--- src/rtl/signed_mul_arbiter.sv ---
// Round-robin arbiter sharing one combinational signed multiplier between
// NUM_REQ valid/ready requesters, with a single-entry tagged output buffer.

module signed_multiplier #(
  parameter int unsigned width = 16
) (
  input  logic signed [width-1:0]   multiplicand,
  input  logic signed [width-1:0]   multiplier,
  output logic signed [2*width-1:0] product
);

  assign product = multiplicand * multiplier;

endmodule

module signed_mul_arbiter #(
  parameter int unsigned width        = 16,
  parameter int unsigned result_width = 2*width,
  parameter int unsigned NUM_REQ      = 4,
  parameter int unsigned ID_W         = $clog2(NUM_REQ)
) (
  input  logic                      clk,
  input  logic                      n_rst,
  input  logic [NUM_REQ-1:0]        req_valid,
  output logic [NUM_REQ-1:0]        req_ready,
  input  logic [NUM_REQ*width-1:0]  req_multiplicand,
  input  logic [NUM_REQ*width-1:0]  req_multiplier,
  output logic                      out_valid,
  input  logic                      out_ready,
  output logic [result_width-1:0]   out_result,
  output logic [ID_W-1:0]           out_id
);

  typedef enum logic {EMPTY = 1'b0, FULL = 1'b1} state_e;

  state_e                   state_q, state_d;
  logic [ID_W-1:0]          rr_ptr_q, rr_ptr_d;
  logic [ID_W-1:0]          id_q, id_d;
  logic [result_width-1:0]  result_q, result_d;

  logic [NUM_REQ-1:0]       grant;
  logic [ID_W-1:0]          grant_id;
  logic                     grant_any;
  logic                     accept;
  logic                     fire;
  logic signed [width-1:0]  sel_a, sel_b;
  logic signed [2*width-1:0] product;

  // Scan from rr_ptr with wraparound; the first valid requester wins.
  always_comb begin : arbiter
    logic [ID_W-1:0] idx;
    grant     = '0;
    grant_id  = '0;
    grant_any = 1'b0;
    idx       = '0;
    for (int unsigned off = 0; off < NUM_REQ; off++) begin
      idx = ID_W'((32'(rr_ptr_q) + off) % NUM_REQ);
      if (!grant_any && req_valid[idx]) begin
        grant[idx] = 1'b1;
        grant_id   = idx;
        grant_any  = 1'b1;
      end
    end
  end

  always_comb begin : operand_mux
    sel_a = '0;
    sel_b = '0;
    for (int unsigned i = 0; i < NUM_REQ; i++) begin
      if (grant[i]) begin
        sel_a = req_multiplicand[i*width +: width];
        sel_b = req_multiplier[i*width +: width];
      end
    end
  end

  // n_rst gates accept so req_ready stays low for the whole reset window.
  assign accept    = n_rst & ((state_q == EMPTY) | out_ready);
  assign req_ready = grant & {NUM_REQ{accept}};
  assign fire      = grant_any & accept;

  signed_multiplier #(.width(width)) u_mul (
    .multiplicand (sel_a),
    .multiplier   (sel_b),
    .product      (product)
  );

  always_ff @(posedge clk or negedge n_rst) begin
    if (!n_rst) begin
      state_q  <= EMPTY;
      rr_ptr_q <= '0;
      id_q     <= '0;
      result_q <= '0;
    end else begin
      state_q  <= state_d;
      rr_ptr_q <= rr_ptr_d;
      id_q     <= id_d;
      result_q <= result_d;
    end
  end

  always_comb begin : next_state
    state_d  = state_q;
    rr_ptr_d = rr_ptr_q;
    id_d     = id_q;
    result_d = result_q;
    unique case (state_q)
      EMPTY: if (fire) state_d = FULL;
      FULL:  if (!fire && out_ready) state_d = EMPTY;
      default: state_d = EMPTY;
    endcase
    if (fire) begin
      result_d = result_width'(product);
      id_d     = grant_id;
      rr_ptr_d = (32'(grant_id) == NUM_REQ - 1) ? '0 : grant_id + 1'b1;
    end
  end

  always_comb begin : outputs
    out_valid  = (state_q == FULL);
    out_result = result_q;
    out_id     = id_q;
  end

endmodule
--- config.mk ---
export PLATFORM = sky130hd
export DESIGN_NAME = signed_mul_arbiter
export DESIGN_NICKNAME = d
export VERILOG_FILES = /design/src/rtl/signed_mul_arbiter.sv
export SDC_FILE = /design/constraint.sdc
export NUM_CORES = 1
export LEC_CHECK = 0
export ABC_AREA = 1
export BUFFER_PORTS_ARGS = -buffer_cell sky130_fd_sc_hd__buf_2
export CORE_MARGIN = 5
export CORE_UTILIZATION = 40
export CTS_CLUSTER_SIZE = 28
export DETAILED_ROUTE_END_ITERATION = 6
export GPL_TIMING_DRIVEN = 0
export PLACE_DENSITY_LB_ADDON = 0.12
export SYNTH_ARGS = -nofsm -noshare
export SYNTH_HDL_FRONTEND = slang
export SYNTH_SLANG_ARGS = --single-unit
--- constraint.sdc ---
create_clock -name clk -period 12.62 [get_ports clk]
set_clock_uncertainty 0.2 [all_clocks]
set_input_delay 1.893 -clock clk [delete_from_list [all_inputs] [get_ports clk]]
set_output_delay 1.893 -clock clk [all_outputs]
set_load 0.03 [all_outputs]
# Word level (Yosys, flattened, before mapping)
# Index checks and enable logic that the tools add are counted.
# word_totals
reg_bits	37
latch_bits	0
mem_bits_rw	0
rom_bits	0
in_bits	135
output_inout_bits	39
elab_cells	78
memories	0
# op_classes
n_addsub	4
multipliers	1
div	0
n_lt_le_gt_ge	8
eq_ne	1
shifts	0
n_mux	40
bitwise_logic	8
reduce_logical	12
# ops
op	n
2-to-1 mux 16 bit	8
multiplier 16 x 16 -> 32 bit	1
2-to-1 mux 4 bit	4
2-to-1 mux 1 bit	14
< comparator 2 x 3 -> 1 bit (second input constant)	4
OR 4 bit	3
2-to-1 mux 2 bit	5
binary-select mux 1 bit (select 2 bit)	4
demux 1 bit (select 2 bit)	4
>= comparator 2 x 1 -> 1 bit (second input constant)	4
logical AND 1 bit	8
adder 2 x 1 -> 2 bit (second input constant)	2
adder 2 bit (second input constant)	2
bitwise AND 4 bit	1
logical NOT 1 bit	4
bitwise AND 1 bit	2
equality test 2 bit (second input constant)	1
case mux 1 bit (2 select lines)	1
NOT 1 bit	1
OR 1 bit	1

# Depth between registers and ports, before layout
# Gate-level depths: netlist of the first run.
# depth
depth_word	17
mapped_depth	46
depth_no_buf	43

# Modules after synthesis
# From an unflattened synthesis of the first run, not the netlist that was laid out.
# unflattened
cells_unflattened	2055
hier_area_um2	14337.5
# by_module_without_submodules
mod	n_inst	cells_each	area_per_inst_um2	seq_area_each_um2
signed_multiplier	1	1468	10824.1	0.0
signed_mul_arbiter	1	587	3513.4	925.9

# Worst setup path before layout of the first run
# Ideal clock, no wire load.
# synth_path
kind	input -> register
startpoint	input req_valid[3]
endpoint	register result_q[31], in the netlist out_result[31]
setup_time_ps	118
t_arrival_ps	7940
required_ps	12302
setup_slack_ps	4362
path_stages	32
path_buffers	2
cell_sequence	inv_1 nand2_1 nand3_4 nand2_4 nor2_2 a21oi_1 nand3_4 buf_6 a21oi_1 nand2_1 nand2_1 nand2_4 buf_6 nand2_1 inv_1 fa_1 fa_1 inv_1 fa_1 inv_1 fa_1 fa_1 inv_1 fa_1 inv_1 ha_1 a21oi_1 o21ai_0 a221oi_1 nand4_1 nand3_1 nand2_1
# synth_via
elab_chain_cells	17
word_cells_on_any_way	35
classes_between	mul (1); mux (24); bitwise (4); reduce/logical (6)
# synth_rtl
item	line	rtl
start, declared	24	input logic [NUM_REQ-1:0] req_valid,
binary-select mux 1 bit (select 2 bit)	58	if (!grant_any && req_valid[idx]) begin
2-to-1 mux 1 bit (not written as such)	58	
2-to-1 mux 1 bit	58	
logical NOT 1 bit	58	
logical AND 1 bit	58	
2-to-1 mux 1 bit	58	
logical NOT 1 bit	58	
logical AND 1 bit	58	
2-to-1 mux 1 bit	58	
logical NOT 1 bit	58	
logical AND 1 bit	58	
2-to-1 mux 4 bit	58	
2-to-1 mux 16 bit (4 in series)	70	if (grant[i]) begin
multiplier 16 x 16 -> 32 bit	12	assign product = multiplicand * multiplier;
end signal, assigned	98	result_q <= result_d;
end, declared	39	logic [result_width-1:0] result_q, result_d;
# Parallel ways exist; a longest one is shown, timed or not. The select of a mux whose other input is x is not followed.
# A chain may end at the register's enable or synchronous reset.

# Worst setup path after layout of the first run
# layout_path
startpoint	input req_valid[3]
endpoint	register result_q[23], in the netlist out_result[23]
# The elaborated chain is that of the path after synthesis.

==> key figures, run 1 <==
Min path
  – Hold Crit Class: reg2reg

Yosys
  – Most frequent cell after synthesis: nand2_1
  – Synth top area share: 0.383
  – Commonest cells in the netlist: nand2_1 (492), inv_1 (469), fa_1 (262)
  – Async S/R FF share, synth: 1.00
  – Post-synth EDFFs: 0
  – Synth area leader: fa_1
  – Mapped Cells: 1783
  – Synthesis Warnings: 0
  – Yosys cell types: 43
  – Number of synthesized register bits: 37
  – Register area share after synthesis: 0.0676
  – Ys flop type: dfrtp_1
  – Mapped cell area: 13700 µm²
  – Syn_nets: around 2300
  – Syn_area_per_cell: 7.68 µm²
  – Top cells by area, synth: fa_1 (38%), nand2_1 (13%), inv_1 (13%)

Run
  – Max Cap Viol: 0

STA
  – Worst-margin pin slew: 0.813 ns
  – Min cycle time layout: around 9.4 ns
  – Setup violators final: 0
  – Relative slew margins: 0.458
  – RSZ-0062 raised after global routing: false
  – Period utilization: 0.742
  – Hold Vio Cnt, Final: 0
  – Fin. max-slew vios: 0
  – Sum Neg Setup Slack: 0 ns
  – Max Clk Rate: around 0.11 GHz

Final layout
  – Register area: between 900 and 1000 µm²
  – Area grow syn2layout: 11.6%
  – Multi-input gate area: 10400 µm²
  – Nets: 2449
  – Layout cells sized above 1: 0.162
  – Fillers: between 3000 and 4000
  – N_diodes: 0
  – Finished Cell Area: 15300 µm²

Outcome
  – Status: finished, final reports clean

CTS
  – Total clock sinks: 37
  – Clk buf depth: 2
  – CTS clk-pin slew, worst paths: approximately 0.060 ns
  – Clock root cell: clkbuf_16
  – Hold-fix buffers, CTS: 0
  – CTS tree: built
  – Inserted Clock Buffers: 5
  – Number of setup buffers added after CTS: 0
  – H-tree depth: 2
  – Worst skew pair latency: 0.28 ns
  – Resize count post-CTS: 0

GRT
  – Global-route wire length before repair: slightly below 70000 µm
  – Vias in the first global route: ~13000
  – Grt ovf: 0
  – Initial antenna violation count: 0
  – Total Routing Usage GR: 0.222
  – Pin count of the biggest net entering global routing: 39

Place
  – Gp weighted congestion: 0.908
  – DPL Wire Length: 35400 µm
  – Post-placement cell area: 15100 µm²
  – I/O Buffers: roughly 170

Die
  – Die area: 38000 µm²
  – Die width: between 150 and 200 µm
  – Die Y: approximately 190 µm
  – FP Rows: 67
  – Starting Density: 0.406
  – Core Box Area: roughly 34000 µm²
  – I/O pin cnt: 174

Detailed routing
  – Wire per inst: 17.0 µm
  – Drt pass-1 iters: 5
  – DRT iter0 DRCs: ~600
  – Vias: around 12000
  – Final WL: 41000 µm
  – Via density: 4.78
  – Antenna viol nets, final: 0
  – DRC Markers: 0

Setup path
  – Crit-path max cell delay: 0.92 ns
  – Worst path slowest cell: fa_1
  – CP arrival: 9.39 ns
  – CP Max Fanout: 10
  – Critical path class: in2reg
  – Startpoint Class: primary input
  – Worst Path Required: ~13 ns
  – Crit end category: flop
path summary, 6_finish.rpt:
check / startpoint / end / slack (ns) / cells past startpoint
setup reg to reg: flop / out_result[23] / 3.86 / 32
setup / recovery: req_valid[3] / out_result[23] / 3.25 / 32
hold reg to reg: out_result[4] / out_result[4] / 0.28 / 2
hold / removal: out_result[4] / out_result[4] / 0.28 / 2
max in group asynchronous: n_rst / out_result[2] / 10.20 / 1
min in group asynchronous: n_rst / out_result[27] / 1.50 / 1
stage by stage:
step           instances  setup slack, ns  hold WS [ns]  utilization
2_1_floorplan       1783             4.36         0.457            -
3_3_place_gp        2404             3.00         0.261        0.449
3_5_place_dp        2404             3.05         0.260        0.449
4_1_cts             2412             3.27         0.283        0.453
5_1_grt             2412             2.81         0.296        0.453
6_report            2412             3.25         0.279        0.453
per-layer routing:
layer | global-route usage | share of wire | vias up
met1 | 0.317 | 0.45 | 5605
met4 | 0.0478 | 0.021 | 0
met3 | 0.0110 | 0.051 | 50
li1 | - | - | 5547
met2 | 0.377 | 0.48 | 318
met5 | 0 | 0 | -
kinds of logic after synthesis:
kind of cell	count (synthesis)	share of synthesized area
AOI/OAI and AO/OA	158	0.0624
buffers and inverters	538	0.174
DFF	37	0.0676
xor gates and xnor gates	22	0.0141
and+or+nand+nor	676	0.216
adders and majority gates	351	0.465
muxes	1	0.000823
sequential cells by signal, summed over array words and instances, names as in the netlist, named ones only:
| signal | count |
|---|---|
| out_id | 2 |
| out_result | 32 |
| out_valid | 1 |
| rr_ptr_q | 1 |
area by class of cell:
cell class	instances	area share
flip-flops and latches	37	0.0606
repair buffers	173	0.0567
clock inverters	1	0.000328
multi-input cells	1208	0.680
inverters	476	0.117
clock buffers	7	0.0100
plain buffers	62	0.0388
well taps	448	0.0367
layout by cell type, fill, tap and decap left out, types with 2 or more instances in the layout:
| master | netlist | layout |
|---|---|---|
| nand2_1 | 492 | 492 |
| inv_1 | 469 | 469 |
| fa_1 | 262 | 262 |
| buf_2 | 6 | 179 |
| a21oi_1 | 100 | 100 |
| ha_1 | 89 | 89 |
| nand3_1 | 68 | 68 |
| buf_6 | 41 | 41 |
| dfrtp_1 | 37 | 37 |
| o21ai_0 | 34 | 34 |
| nand2_2 | 29 | 29 |
| nor2_1 | 26 | 26 |
| nand2_4 | 15 | 15 |
| xnor2_1 | 12 | 12 |
| nor2_2 | 11 | 11 |
| xor2_1 | 10 | 10 |
| buf_4 | 9 | 9 |
| or2_2 | 9 | 9 |
| nand4_1 | 8 | 8 |
| inv_2 | 6 | 6 |
| clkbuf_1 | 5 | 5 |
| a21o_1 | 5 | 5 |
| clkbuf_16 | 0 | 5 |
| a21boi_0 | 4 | 4 |
| nand3b_1 | 4 | 4 |
| o21bai_1 | 4 | 4 |
| nor3_1 | 4 | 4 |
| nor4_1 | 3 | 3 |
| nand3_4 | 2 | 2 |
| nor2_4 | 2 | 2 |
| o211ai_1 | 2 | 2 |
| nand3_2 | 2 | 2 |
| o21a_1 | 2 | 2 |
| clkbuf_8 | 0 | 2 |
critical path, delay by kind of cell:
kind            cells  cell delay [ns]
simple gates       17             2.65
fa+ha+maj           7             3.88
compound gates      1             0.17
buf+inv             7             0.79
Power of run 1 is left out: the tool's default activity adds up to more than one toggle a clock period on the data nets, which glitch-free logic cannot reach.
==> run 2: changes to the inputs <==
==> constraint.sdc (replaced) <==
create_clock -name clk -period 8 [get_ports clk]
set_clock_uncertainty 0.2 [all_clocks]
set_input_delay 1.2 -clock clk [delete_from_list [all_inputs] [get_ports clk]]
set_output_delay 1.2 -clock clk [all_outputs]
set_load 0.03 [all_outputs]
==> run 2 against run 1 <==
- setup slack got worse by 3.1 ns
- critical path depth rose by 3
- via count rose by 4.9%
- non-clock buffer count rose by 111
- critical path type unchanged
==> key figures, run 2 (synthesized netlist as in run 1, its figures left out) <==
CTS
  – H-tree depth: 2 (unchanged)
  – Clk buf depth: 2 (unchanged)
  – Hold-fix buffers, CTS: 0 (unchanged)
  – Clock root cell: clkbuf_16
  – Worst skew pair latency: 0.28 ns (about the same)
  – Total clock sinks: 37 (unchanged)
  – CTS clk-pin slew, worst paths: 0.06 ns (about the same)
  – Inserted Clock Buffers: 5 (unchanged)
  – CTS tree: built

Final layout
  – Finished Cell Area: 17400 µm² (+14%)
  – N_diodes: 0 (unchanged)
  – Fillers: 3368 (-5.2%)
  – Max reg flops: 32 (unchanged)
  – Most common cell after layout, fill and taps aside: inv_1
  – Final core utilization: 0.516 (+0.0632)
  – Layout cells sized above 1: 0.288 (+0.126)
  – Area grow syn2layout: 27.1%
  – Most frequent cells in the layout: inv_1 (447), nand2_1 (441), fa_1 (242), buf_2 (174), buf_4 (90)
  – Nets: 2560 (+4.5%)

Setup path
  – Critical path class: in2reg
  – Crit-path max cell delay: 0.61 ns (-0.31 ns)
  – Startpoint Class: primary input
  – Crit end category: flop
  – Register-to-Register Setup Slack: 0.17 ns (-3.69 ns)
  – Worst path slowest cell: fa_2
  – Worst Path Required: 7.96 ns (-4.68 ns)
  – Reg2Reg Depth: 37 (+16%)
  – Cell mode on critical path: fa_1
  – CP arrival: 7.85 ns (-1.54 ns)
  – RR Endpoint: out_result[25]
  – CP Max Fanout: 6 (-4)
  – Reg-to-Reg Start: rr_ptr_q[1]

Detailed routing
  – Final WL: 43900 µm (+7.1%)
  – Antenna viol nets, final: 0 (unchanged)
  – Wire per inst: 17.4 µm (+2.4%)
  – Drt pass-1 iters: 5 (unchanged)
  – Via density: 4.79 (+0.26%)
  – Vias: 12081 (+4.9%)
  – DRC Markers: 0 (unchanged)
  – DRT iter0 DRCs: 675 (+9.6%)

GRT
  – Global-route wire length before repair: 69000 µm (+2.2%)
  – Pin count of the biggest net entering global routing: 39 (unchanged)
  – Initial antenna violation count: 0 (unchanged)
  – Vias in the first global route: 12717 (+1.7%)
  – Grt ovf: 0 (unchanged)
  – Total Routing Usage GR: 0.227 (+0.00543)

Die
  – Core Box Area: 33700 µm² (unchanged)
  – Die width: 195 µm (unchanged)
  – FP Rows: 67 (unchanged)
  – Die Y: 195 µm (unchanged)
  – Die area: 38000 µm² (unchanged)
  – I/O pin cnt: 174 (unchanged)
  – Starting Density: 0.406 (unchanged)

Place
  – Gp weighted congestion: 0.908 (unchanged)
  – DPL Wire Length: 35400 µm (unchanged)
  – Post-placement cell area: 15100 µm² (unchanged)
  – I/O Buffers: 173 (unchanged)

STA
  – Max Clk Rate: 0.127 GHz
  – Setup violators final: 0 (unchanged)
  – Period utilization: 0.986
  – Fin. max-slew vios: 0 (unchanged)
  – Sum Neg Setup Slack: 0 ns (unchanged)
  – Worst-margin pin slew: 0.811 ns (-0.00137 ns)
  – RSZ-0062 raised after global routing: true
  – Hold Vio Cnt, Final: 0 (unchanged)
  – Min cycle time layout: 7.89 ns
  – Relative slew margins: 0.459 (+0.000916)

Outcome
  – Status: finished, final reports clean

Min path
  – Sink of the worst hold path: out_result[4]
  – Hold depth: 2 (unchanged)
  – Hold Startpoint: out_result[4]
  – Hold Crit Class: reg2reg

Run
  – Max Cap Viol: 0 (unchanged)
==> run 2: final cells by class <==
class                           instances  area, µm²  share of cell area
Multi-Input combinational cell       1208      11300               0.647
Timing Repair Buffer                  286       1930               0.111
Buffer                                 60        771              0.0443
Sequential cell                        37        928              0.0534
Clock buffer                            7        153             0.00877
Clock inverter                          1       5.00            0.000288
Inverter                              476       1800               0.103
Tap cell                              448        561              0.0322
==> run 2: worst max path at each step <==
| stage | startpoint | endpoint | slack [ns] | cells past startpoint |
|---|---|---|---|---|
| floorplan | req_valid[3] | out_result[31] | 0.43 | 32 |
| global placement | req_valid[3] | out_result[23] | -0.93 | 32 |
| detailed placement | req_valid[3] | out_result[23] | -0.88 | 32 |
| CTS | req_valid[3] | out_result[25] | 0.004 | 36 |
| global route | req_valid[1] | out_result[25] | -0.16 | 35 |
| finish | req_valid[1] | out_result[25] | 0.11 | 35 |
==> run 2: worst max-delay path, delay by kind of cell <==
kind            cells  cell delay, ns
compound gates      2            0.30
simple gates       18            2.14
fa+ha+maj           7            3.45
buf+inv             8            0.73
==> run 2: routing by layer <==
layer,GRT usage,up-vias,wire [µm]
met1,0.320,5920,19400
met3,0.0136,51,2150
li1,-,5781,-
met5,0,-,0
met2,0.388,329,21400
met4,0.0528,0,945
==> run 2: through the flow <==
stage | hold WS, ns | setup WS, ns | cells
floorplan | 0.457 | 0.435 | 1783
global placement | 0.261 | -0.932 | 2404
detailed placement | 0.260 | -0.880 | 2404
CTS | 0.283 | 0.00398 | 2436
global route | 0.296 | -0.160 | 2523
finish | 0.279 | 0.113 | 2523
==> run 2: repair_timing <==
action                     in CTS  in global routing
cloned                          2                  6
buffers inserted               22                 83
setup endpoints to repair      17                 17
gates resized for setup        74                233
pin swaps                      21                127
Power of run 2 is left out for the same reason.
==> run 3: changes to the inputs <==
--- a/config.mk
+++ b/config.mk
@@ -5,7 +5,7 @@
 export SDC_FILE = /design/constraint.sdc
 export NUM_CORES = 1
 export LEC_CHECK = 0
-export ABC_AREA = 1
+export ABC_AREA = 0
 export BUFFER_PORTS_ARGS = -buffer_cell sky130_fd_sc_hd__buf_2
 export CORE_MARGIN = 5
 export CORE_UTILIZATION = 40
==> run 3 against run 2 <==
- the run now ends with setup timing left
- sequential share of layout area grew 0.28 points
- critical path depth decreased by 5
- wire length rose by 1.7%
- utilization rose by 0.54 points
- non-clock buffer count shrank 6
- via count decreased by 6.4%
- worst hold slack got worse by 0.0023 ns
- die area is 5.6% lower
- largest cell class unchanged
- highest routed layer is now met5
==> key figures, run 3 <==
Detailed routing
  – Wire per inst: 20.7 µm (+19%)
  – Final WL: 44700 µm (+1.7%)
  – Vias: 11302 (-6.4%)
  – Drt pass-1 iters: 5 (unchanged)
  – DRT iter0 DRCs: 585 (-13%)
  – Antenna viol nets, final: 0 (unchanged)
  – Via density: 5.23 (+9.3%)
  – DRC Markers: 0 (unchanged)

CTS
  – Clock root cell: clkbuf_16
  – CTS tree: built
  – Inserted Clock Buffers: 5 (unchanged)
  – H-tree depth: 2 (unchanged)
  – Hold-fix buffers, CTS: 0 (unchanged)
  – CTS clk-pin slew, worst paths: 0.06 ns (about the same)
  – Worst skew pair latency: 0.29 ns (about the same)
  – Total clock sinks: 37 (unchanged)
  – Clk buf depth: 2 (unchanged)

Yosys
  – Top cells by area, synth: fa_1 (41%), ha_1 (8.6%), inv_1 (8.5%)
  – Mapped cell area: 12900 µm² (-5.9%)
  – Synthesis Warnings: 0 (unchanged)
  – Most frequent cell after synthesis: inv_1
  – Synth area leader: fa_1
  – Register area share after synthesis: 0.0719 (+0.00427)
  – Synth top area share: 0.407 (+0.0242)
  – Number of synthesized register bits: 37 (unchanged)
  – Syn_nets: 1957 (-14%)
  – Commonest cells in the netlist: inv_1 (290), fa_1 (262), nand2_1 (182)
  – Async S/R FF share, synth: 1.00 (unchanged)
  – Syn_area_per_cell: 8.75 µm² (+14%)
  – Yosys cell types: 69 (+60%)
  – Ys flop type: dfrtp_1
  – Mapped Cells: 1471 (-17%)
  – Post-synth EDFFs: 0 (unchanged)

STA
  – Max Clk Rate: 0.112 GHz (-12%)
  – Final WS setup: -0.965 ns (-1.08 ns)
  – Relative slew margins: 0.397 (-0.0623)
  – Period utilization: 1.12 (+0.135)
  – Fin. max-slew vios: 0 (unchanged)
  – Setup violators final: 22 (+22)
  – Min cycle time layout: 8.97 ns (+1.08 ns)
  – Worst-margin pin slew: 0.905 ns (+0.0935 ns)
  – Hold Vio Cnt, Final: 0 (unchanged)
  – RSZ-0062 raised after global routing: true

Final layout
  – Most frequent cells in the layout: inv_1 (278), fa_1 (247), buf_2 (173), nand2_1 (169), nor2_1 (163)
  – Most common cell after layout, fill and taps aside: inv_1
  – Nets: 2241 (-12%)
  – Layout cells sized above 1: 0.318 (+0.0301)
  – Area grow syn2layout: 28.2%
  – Max reg flops: 32 (unchanged)

GRT
  – Global-route wire length before repair: 69300 µm (+0.37%)
  – Total Routing Usage GR: 0.248 (+0.0206)
  – Vias in the first global route: 11871 (-6.7%)
  – Grt ovf: 0 (unchanged)
  – Pin count of the biggest net entering global routing: 39 (unchanged)
  – Initial antenna violation count: 3 (+3)

Min path
  – Hold Crit Class: reg2reg

Die
  – I/O pin cnt: 174 (unchanged)
  – Die Y: 189 µm (-2.9%)
  – Core Box Area: 31600 µm² (-6.1%)
  – FP Rows: 65 (-3.0%)
  – Starting Density: 0.407 (+0.000822)
  – Die width: 189 µm (-2.9%)
  – Die area: 35900 µm² (-5.6%)

Setup path
  – Worst Path Required: 7.96 ns (about the same)
  – Critical path class: in2reg
  – Cell mode on critical path: fa_1
  – Crit-path max cell delay: 0.59 ns (-0.02 ns)
  – CP Max Fanout: 6 (unchanged)
  – Reg2Reg Depth: 33 (-11%)
  – Worst path slowest cell: fa_1
  – Crit end category: flop
  – RR Endpoint: out_result[20]
  – Startpoint Class: primary input
  – CP arrival: 8.93 ns (+1.08 ns)
  – Worst setup endpoint: out_result[20]
  – Register-to-Register Setup Slack: -0.89 ns (-1.06 ns)
  – CP startpoint: req_valid[2]

Outcome
  – Status: finished with violations
  – Failing checks: setup timing

Place
  – DPL Wire Length: 36500 µm (+3.0%)
  – Setup WS pre-CTS: -2.37 ns (-1.49 ns)
  – Gp weighted congestion: 0.967 (+6.5%)
  – I/O Buffers: 170 (-1.7%)

Run
  – Max Cap Viol: 0 (unchanged)
run 3: cell type report:
type                    instances  area (µm²)
fillers                      2996       15100
multi-input cells            1081       11400
repair buffers                280        1800
inverters                     290        1090
flip-flops and latches         37         927
plain buffers                  60         572
well taps                     402         503
clock buffers                   6         129
clock inverters                 2        38.8
diodes                          1        2.50
run 3: worst max-delay path: cells and delay by family:
family | cells | cell delay, ns
mux | 1 | 0.50
compound gates | 9 | 2.02
buf+inv | 7 | 0.96
simple gates | 5 | 0.74
fa+ha+maj | 7 | 3.34
xor+xnor | 1 | 0.16
run 3: worst min path at each step:
stage                    from             end  slack, ns  depth (start not counted)
3_5_place_dp    out_result[1]   out_result[1]       0.26                          2
5_1_grt        out_result[18]  out_result[18]       0.30                          2
4_1_cts         out_result[2]   out_result[2]       0.28                          2
2_1_floorplan   out_result[1]   out_result[1]       0.45                          2
6_report        out_result[2]   out_result[2]       0.28                          2
3_3_place_gp    out_result[2]   out_result[2]       0.25                          2
run 3: per-stage QoR:
step	utilization	cell area, µm²	TNS, ns	hold WS (ns)	instances
finish	0.522	16500	-15.20	0.277	2159
global route	0.522	16500	-19.87	0.305	2159
CTS	0.507	16000	-13.44	0.277	2128
detailed placement	0.458	14500	-43.87	0.258	2043
global placement	0.458	14500	-43.21	0.253	2043
floorplan	-	13100	-8.10	0.450	1471
run 3: kinds of logic after synthesis:
logic type	share of synthesized area
compound gates	0.144
xor+xnor	0.0197
fa+ha+maj	0.494
buf+inv	0.116
flops	0.0719
mux	0.00787
simple gates	0.147
run 3: what timing repair did:
item | in CTS | in global routing
gates resized for setup | 181 | 65
gates cloned | 4 | 2
buffers inserted | 76 | 28
pin swaps | 81 | 63
endpoints found under the setup margin | 26 | 23
run 3: metal layers:
metal,vias to the layer above,global-route usage,part of all wire
met5,-,0,0.00016
met4,2,0.0737,0.036
met2,458,0.401,0.46
met1,5595,0.338,0.43
met3,84,0.0511,0.072
li1,5163,-,-
Power of run 3 is left out for the same reason.
